<file path="src/rtl/hazard_ctrl.sv">
// Hazard controller for the 5-stage core: bypass selects, load-use/flush/mem-wait stalls, dm watchdog.
// Optional perf counters built only when HAZARD_PERF_CNT_EN is defined.
module hazard_ctrl #(
  parameter int RA_W       = 4,
  parameter int DM_TIMEOUT = 255
) (
  input  logic            clk,
  input  logic            rst_n,
  input  logic [RA_W-1:0] id_p0_addr,
  input  logic [RA_W-1:0] id_p1_addr,
  input  logic            id_re0,
  input  logic            id_re1,
  input  logic [RA_W-1:0] id_dst_addr,
  input  logic            id_we_rf,
  input  logic            id_mem_rd,
  input  logic            br_flush,
  input  logic            dm_busy,
  output logic            byp0_EX,
  output logic            byp0_DM,
  output logic            byp1_EX,
  output logic            byp1_DM,
  output logic            stall_IF_ID,
  output logic            stall_ID_EX,
  output logic            stall_EX_DM,
  output logic            stall_DM_WB,
  output logic            bubble_ID_EX,
  output logic            flush_IF_ID,
  output logic            dm_err,
  output logic [15:0]     ldu_cnt,
  output logic [15:0]     mem_cnt
);
  // Counter must be able to reach DM_TIMEOUT+1 to detect the overrun.
  localparam int CW = $clog2(DM_TIMEOUT + 2);

  typedef enum logic [1:0] {RUN, MEM_WAIT, ERR} wd_state_t;

  logic [RA_W-1:0] dst_idex, dst_exdm;
  logic            we_idex, ld_idex, we_exdm;
  logic            hit_ex0, hit_ex1, hit_dm0, hit_dm1, ldu;

  assign hit_ex0 = id_re0 && we_idex && (dst_idex == id_p0_addr) && (dst_idex != '0);
  assign hit_ex1 = id_re1 && we_idex && (dst_idex == id_p1_addr) && (dst_idex != '0);
  assign hit_dm0 = id_re0 && we_exdm && (dst_exdm == id_p0_addr) && (dst_exdm != '0);
  assign hit_dm1 = id_re1 && we_exdm && (dst_exdm == id_p1_addr) && (dst_exdm != '0);
  assign ldu     = ld_idex && (hit_ex0 || hit_ex1);

  always_comb begin
    stall_IF_ID  = 1'b0;
    stall_ID_EX  = 1'b0;
    stall_EX_DM  = 1'b0;
    stall_DM_WB  = 1'b0;
    bubble_ID_EX = 1'b0;
    flush_IF_ID  = 1'b0;
    if (dm_busy) begin
      stall_IF_ID = 1'b1;
      stall_ID_EX = 1'b1;
      stall_EX_DM = 1'b1;
      stall_DM_WB = 1'b1;
    end else if (br_flush) begin
      flush_IF_ID  = 1'b1;
      bubble_ID_EX = 1'b1;
    end else if (ldu) begin
      stall_IF_ID  = 1'b1;
      bubble_ID_EX = 1'b1;
    end
  end

  // Tracking and bypass selects all freeze while data memory is busy.
  always_ff @(posedge clk or negedge rst_n) begin
    if (!rst_n) begin
      dst_idex <= '0;
      we_idex  <= 1'b0;
      ld_idex  <= 1'b0;
      dst_exdm <= '0;
      we_exdm  <= 1'b0;
      byp0_EX  <= 1'b0;
      byp0_DM  <= 1'b0;
      byp1_EX  <= 1'b0;
      byp1_DM  <= 1'b0;
    end else if (!dm_busy) begin
      dst_exdm <= dst_idex;
      we_exdm  <= we_idex;
      if (bubble_ID_EX) begin
        dst_idex <= '0;
        we_idex  <= 1'b0;
        ld_idex  <= 1'b0;
        byp0_EX  <= 1'b0;
        byp0_DM  <= 1'b0;
        byp1_EX  <= 1'b0;
        byp1_DM  <= 1'b0;
      end else begin
        dst_idex <= id_dst_addr;
        we_idex  <= id_we_rf;
        ld_idex  <= id_mem_rd;
        byp0_EX  <= hit_ex0;
        byp0_DM  <= hit_dm0 && !hit_ex0;
        byp1_EX  <= hit_ex1;
        byp1_DM  <= hit_dm1 && !hit_ex1;
      end
    end
  end

  wd_state_t      wd_state;
  logic [CW-1:0]  wait_cnt, cnt_inc;

  assign cnt_inc = wait_cnt + CW'(1);

  always_ff @(posedge clk or negedge rst_n) begin
    if (!rst_n) begin
      wd_state <= RUN;
      wait_cnt <= '0;
      dm_err   <= 1'b0;
    end else begin
      case (wd_state)
        RUN: if (dm_busy) begin
          wd_state <= MEM_WAIT;
          wait_cnt <= CW'(1);
        end
        MEM_WAIT: if (!dm_busy) begin
          wd_state <= RUN;
          wait_cnt <= '0;
        end else begin
          wait_cnt <= cnt_inc;
          if (cnt_inc > CW'(DM_TIMEOUT)) begin
            wd_state <= ERR;
            dm_err   <= 1'b1;
          end
        end
        ERR:     dm_err   <= 1'b1;
        default: wd_state <= RUN;
      endcase
    end
  end

`ifdef HAZARD_PERF_CNT_EN
  logic ldu_take;
  assign ldu_take = ldu && !dm_busy && !br_flush;

  always_ff @(posedge clk or negedge rst_n) begin
    if (!rst_n) begin
      ldu_cnt <= '0;
      mem_cnt <= '0;
    end else begin
      if (ldu_take && ldu_cnt != 16'hFFFF) ldu_cnt <= ldu_cnt + 16'd1;
      if (dm_busy && mem_cnt != 16'hFFFF)  mem_cnt <= mem_cnt + 16'd1;
    end
  end
`else
  assign ldu_cnt = '0;
  assign mem_cnt = '0;
`endif

endmodule
</file>
<file path="config.mk">
export PLATFORM = sky130hd
export DESIGN_NAME = hazard_ctrl
export DESIGN_NICKNAME = d
export VERILOG_FILES = /design/src/rtl/hazard_ctrl.sv
export SDC_FILE = /design/constraint.sdc
export NUM_CORES = 1
export LEC_CHECK = 0
export BUFFER_PORTS_ARGS = -buffer_cell sky130_fd_sc_hd__buf_4
export CAP_MARGIN = 25
export CORE_UTILIZATION = 40
export CTS_BUF_LIST = sky130_fd_sc_hd__clkbuf_8
export CTS_CLUSTER_DIAMETER = 120
export CTS_CLUSTER_SIZE = 20
export DETAILED_ROUTE_END_ITERATION = 16
export PLACE_DENSITY = 0.64
export SETUP_SLACK_MARGIN = 0.5
export SLEW_MARGIN = 20
export SYNTH_ARGS = -nofsm -noshare
export SYNTH_HDL_FRONTEND = slang
export SYNTH_SLANG_ARGS = --single-unit
</file>
<file path="constraint.sdc">
create_clock -name clk -period 2.1 [get_ports clk]
set_clock_uncertainty 0.1 [all_clocks]
set_input_delay 0.105 -clock clk [delete_from_list [all_inputs] [get_ports clk]]
set_output_delay 0.105 -clock clk [all_outputs]
set_load 0.01 [all_outputs]
</file>
==> impl_summary.txt <==
----------------------------------------------------
[Min path]
  Type of the worst min-delay path ... input pin to flip-flop
  Endpoint of the worst hold-timing path ... we_idex
  Source of the worst hold timing path ... id_we_rf
  Hold depth ... 3

[Global route]
  Overall routing resource usage ... 0.1625
  Met2 Use GR ... 0.2618
  Met1 demand-to-capacity share in global routing ... 0.2182
  Pin count of the biggest net entering global routing ... 33
  M3 GR Usage ... 0.02453
  Via count of the first global-routing pass ... 1,382
  Number of antenna violations at the first check in global routing ... 0
  Gr ovfl total ... 0
  Global-route layer with the greatest usage ... met2
  First-pass GRT wire length ... 6.451 mm

[Drt]
  DR vias ... 1,535
  First-pass detailed-route iteration total ... 4
  DR WL/cell ... 13.68 um
  Initial DRC Count ... 75
  Post-route antenna net violation count ... 0
  Final WL ... 4.199 mm
  Remaining routing DRC violations ... 0
  Per-cell via count in the routed design ... 5.000

[Die]
  Site row count ... 24
  Die Y-Extent ... 69.90 um
  Area enclosed by the die boundary ... 4886 um2
  Top-Level Pins ... 63
  Core Area ... 4384 um2
  Die width ... 69.90 um
  Starting Density ... 0.4207

[STA]
  Peak clock frequency supported by timing ... 489.3 MHz
  Slew Limit Fails ... 0
  Final worst setup slack ... 0.05630 ns
  Final TNS setup ... 0 ns
  Unrepaired setup endpoints after global routing ... yes
  Final period utilization ... 0.9732
  Worst-margin pin slew ... 0.6495 ns
  Final critical path time including I/O delays and setup ... 2.044 ns
  Setup-violating endpoint count in the final report ... 0
  Final count of hold timing violations ... 0
  Worst slew margin relative to its limit ... 0.5641

[Setup path]
  Arr. time, crit path ... 1.84 ns
  Register-to-Register Path Depth ... 7
  FF-to-FF setup slack ... 0.16 ns
  Category of the worst setup path capture point ... output pin
  Capture point of the worst reg-to-reg path ... dst_idex[1]
  Crit path max-delay cell type ... o41a_1
  Maximum net fanout on the critical path ... 4
  Reg-to-reg startpoint ... dst_idex[2]
  Worst EP required ... 1.89 ns
  Sequence of cells on the critical path ... o41a_1 > nand3_1 > or2_4 > nand2_2 > a31o_4 > buf_6
  Max stage delay on crit path ... 0.48 ns
  Critical path startpoint category ... flip-flop
  Critical path class ... flip-flop to output pin

[Placed design]
  Placement-stage worst setup slack ... 0.2157 ns
  Post-detail-place hpwl ... 2.646 mm
  Final weighted congestion in routability-driven placement ... 0.8253
  Number of buffers inserted by port buffering ... 30

[Synth]
  Yosys Warn Count ... 0
  Gate count of the mapped netlist ... 205
  Average size of a mapped cell ... 8.996 um2
  Ys async rst share ... 1.000
  Synthesized flop and latch total ... 27
  Syn Std Cell Area ... 1844 um2
  Part of the Yosys area used for sequential elements ... 0.3664
  Most used DFF post-synth ... dfrtp_1
  Post-synthesis cell type with the largest combined area ... dfrtp_1
  Top cells by area in the synthesized netlist ... dfrtp_1, buf_4, xor2_1
  Synth unique cells ... 44
  Number of enable flip-flop cells after synthesis ... 0
  Share of the synthesized area in the top cell type ... 0.3664

[Layout]
  Antenna diode count ... 0
  Area delta synth->final ... 32.56%
  Share of cells above drive strength 1 ... 0.3765
  # nets final ... 278

[Power]
  Cell Pwr Density ... 498.1 nW/um2
  Reported leakage power ... 0.001083 uW
  Peak supply drop ... 271.4 uV

[Clock tree]
  Number of H-tree branching levels ... 1
  Clock tree from TritonCTS ... yes
  Worst-skew pair later-pin latency ... 0.27 ns
  Clock buffer depth ... 2
  Number of sinks handled by clock tree synthesis ... 27
  Clock-pin slew on the worst setup and hold paths ... 0.10 ns
  Total clock buffers created by CTS ... 3
  Root Buffer Master ... clkbuf_8

[Status]
  Result of the run ... completed

[Run]
  Number of violations of the max-capacitance limit ... 0

----------------------------------------------------
[flip-flops by register name, indices dropped and copies added, names as in the netlist]
signal	flops
dst_idex	4
we_exdm	1
we_idex	1
dst_exdm	4
byp0_EX	1
byp1_EX	1
wd_state	2
ld_idex	1
byp1_DM	1
wait_cnt	9
dm_err	1
byp0_DM	1
[layer usage]
metal  up-vias  wire, um
li1        744         -
met2        60      2092
met3         9       184
met1       722      1828
met4         0        94
met5         -         0
[area by class of cell]
type                       instances  area, um2
inverter                           6      22.52
fill                             381       1939
sequential                        27      683.2
clock inverter                     1      3.754
timing repair buffer              56      474.2
clock buffer                       3      41.29
multi-input combinational        162       1155
tap                               52      65.06
[worst max-delay path by stage]
stage / cells after the start / from / to
3_3_place_gp: 6 / wait_cnt[0] / dm_err
6_report: 6 / dst_idex[2] / stall_IF_ID
4_1_cts: 6 / dst_idex[0] / stall_IF_ID
3_5_place_dp: 6 / wait_cnt[0] / dm_err
5_1_grt: 6 / dst_idex[2] / stall_IF_ID
2_1_floorplan: 7 / wait_cnt[0] / dm_err
[layout by cell type (no fill, tap or decap), types with 4 or more instances in the layout]
master / count
nand4_1: 4
dfrtp_2: 6
nor2_1: 9
buf_6: 5
mux2_2: 5
xor2_1: 8
buf_4: 43
o21ai_0: 7
xnor2_1: 5
nor3_1: 4
nand3_1: 6
inv_1: 6
conb_1: 32
dlygate4sd3_1: 6
o21ai_1: 4
a21oi_1: 5
o21ai_2: 5
nand2_1: 18
dfrtp_1: 21
nand3_2: 5
[power by group]
group	internal, uW	switching (uW)	leakage (uW)	total [uW]
combinational	162	164	0.000709	325
clock	131	169	0.0000269	300
sequential	549	42.7	0.000348	592
[synthesized netlist by cell type (5+ instances only)]
cell and number:
buf_4 35, dfrtp_1 27, nand2_1 19, nand3_1 13, nor2_1 9, o21ai_0 9
xor2_1 9, xnor2_1 8, o21ai_1 7, a21oi_1 6, inv_1 6, mux2_2 5
nor3_1 5
[repair_timing]
| item | CTS | global route |
|---|---|---|
| buffers inserted | 10 | 9 |
| hold buffers | 4 | 2 |
| pin swaps | 8 | 26 |
| gates resized for setup | 10 | 34 |
| setup endpoints to repair | 13 | 16 |
| hold endpoints to repair | 30 | 2 |
[stage by stage]
stage / total power, uW / hold WS (ns) / instance area [um2] / std cells / util
3_3_place_gp: 824.7 / -0.05572 / 1982 / 278 / 0.4521
2_1_floorplan: 791.6 / -0.2906 / 1988 / 236 / -
5_1_grt: 1280 / 0.01456 / 2445 / 307 / 0.5576
3_5_place_dp: 828.2 / -0.05547 / 1982 / 278 / 0.4521
4_1_cts: 1161 / 0.004181 / 2192 / 296 / 0.5000
6_report: 1218 / 0.001289 / 2445 / 307 / 0.5576
[logic make-up after synthesis]
family	share of synthesized area
AND/OR/NAND/NOR	0.1866
buffers and inverters	0.1771
AO/OA/AOI/OAI	0.1323
flip-flops	0.3664
XOR/XNOR	0.08074
multiplexers	0.04138
adder cells (fa/ha/maj)	0.01357
other	0.002033
[critical path: cells and delay by family, from the launching register on]
kind | cells | cell delay (ns)
flip-flops | 1 | 0.45
AO/OA/AOI/OAI | 2 | 0.72
buffers and inverters | 1 | 0.11
AND/OR/NAND/NOR | 3 | 0.28
No activity file was read; power rests on OpenSTA's default activity.
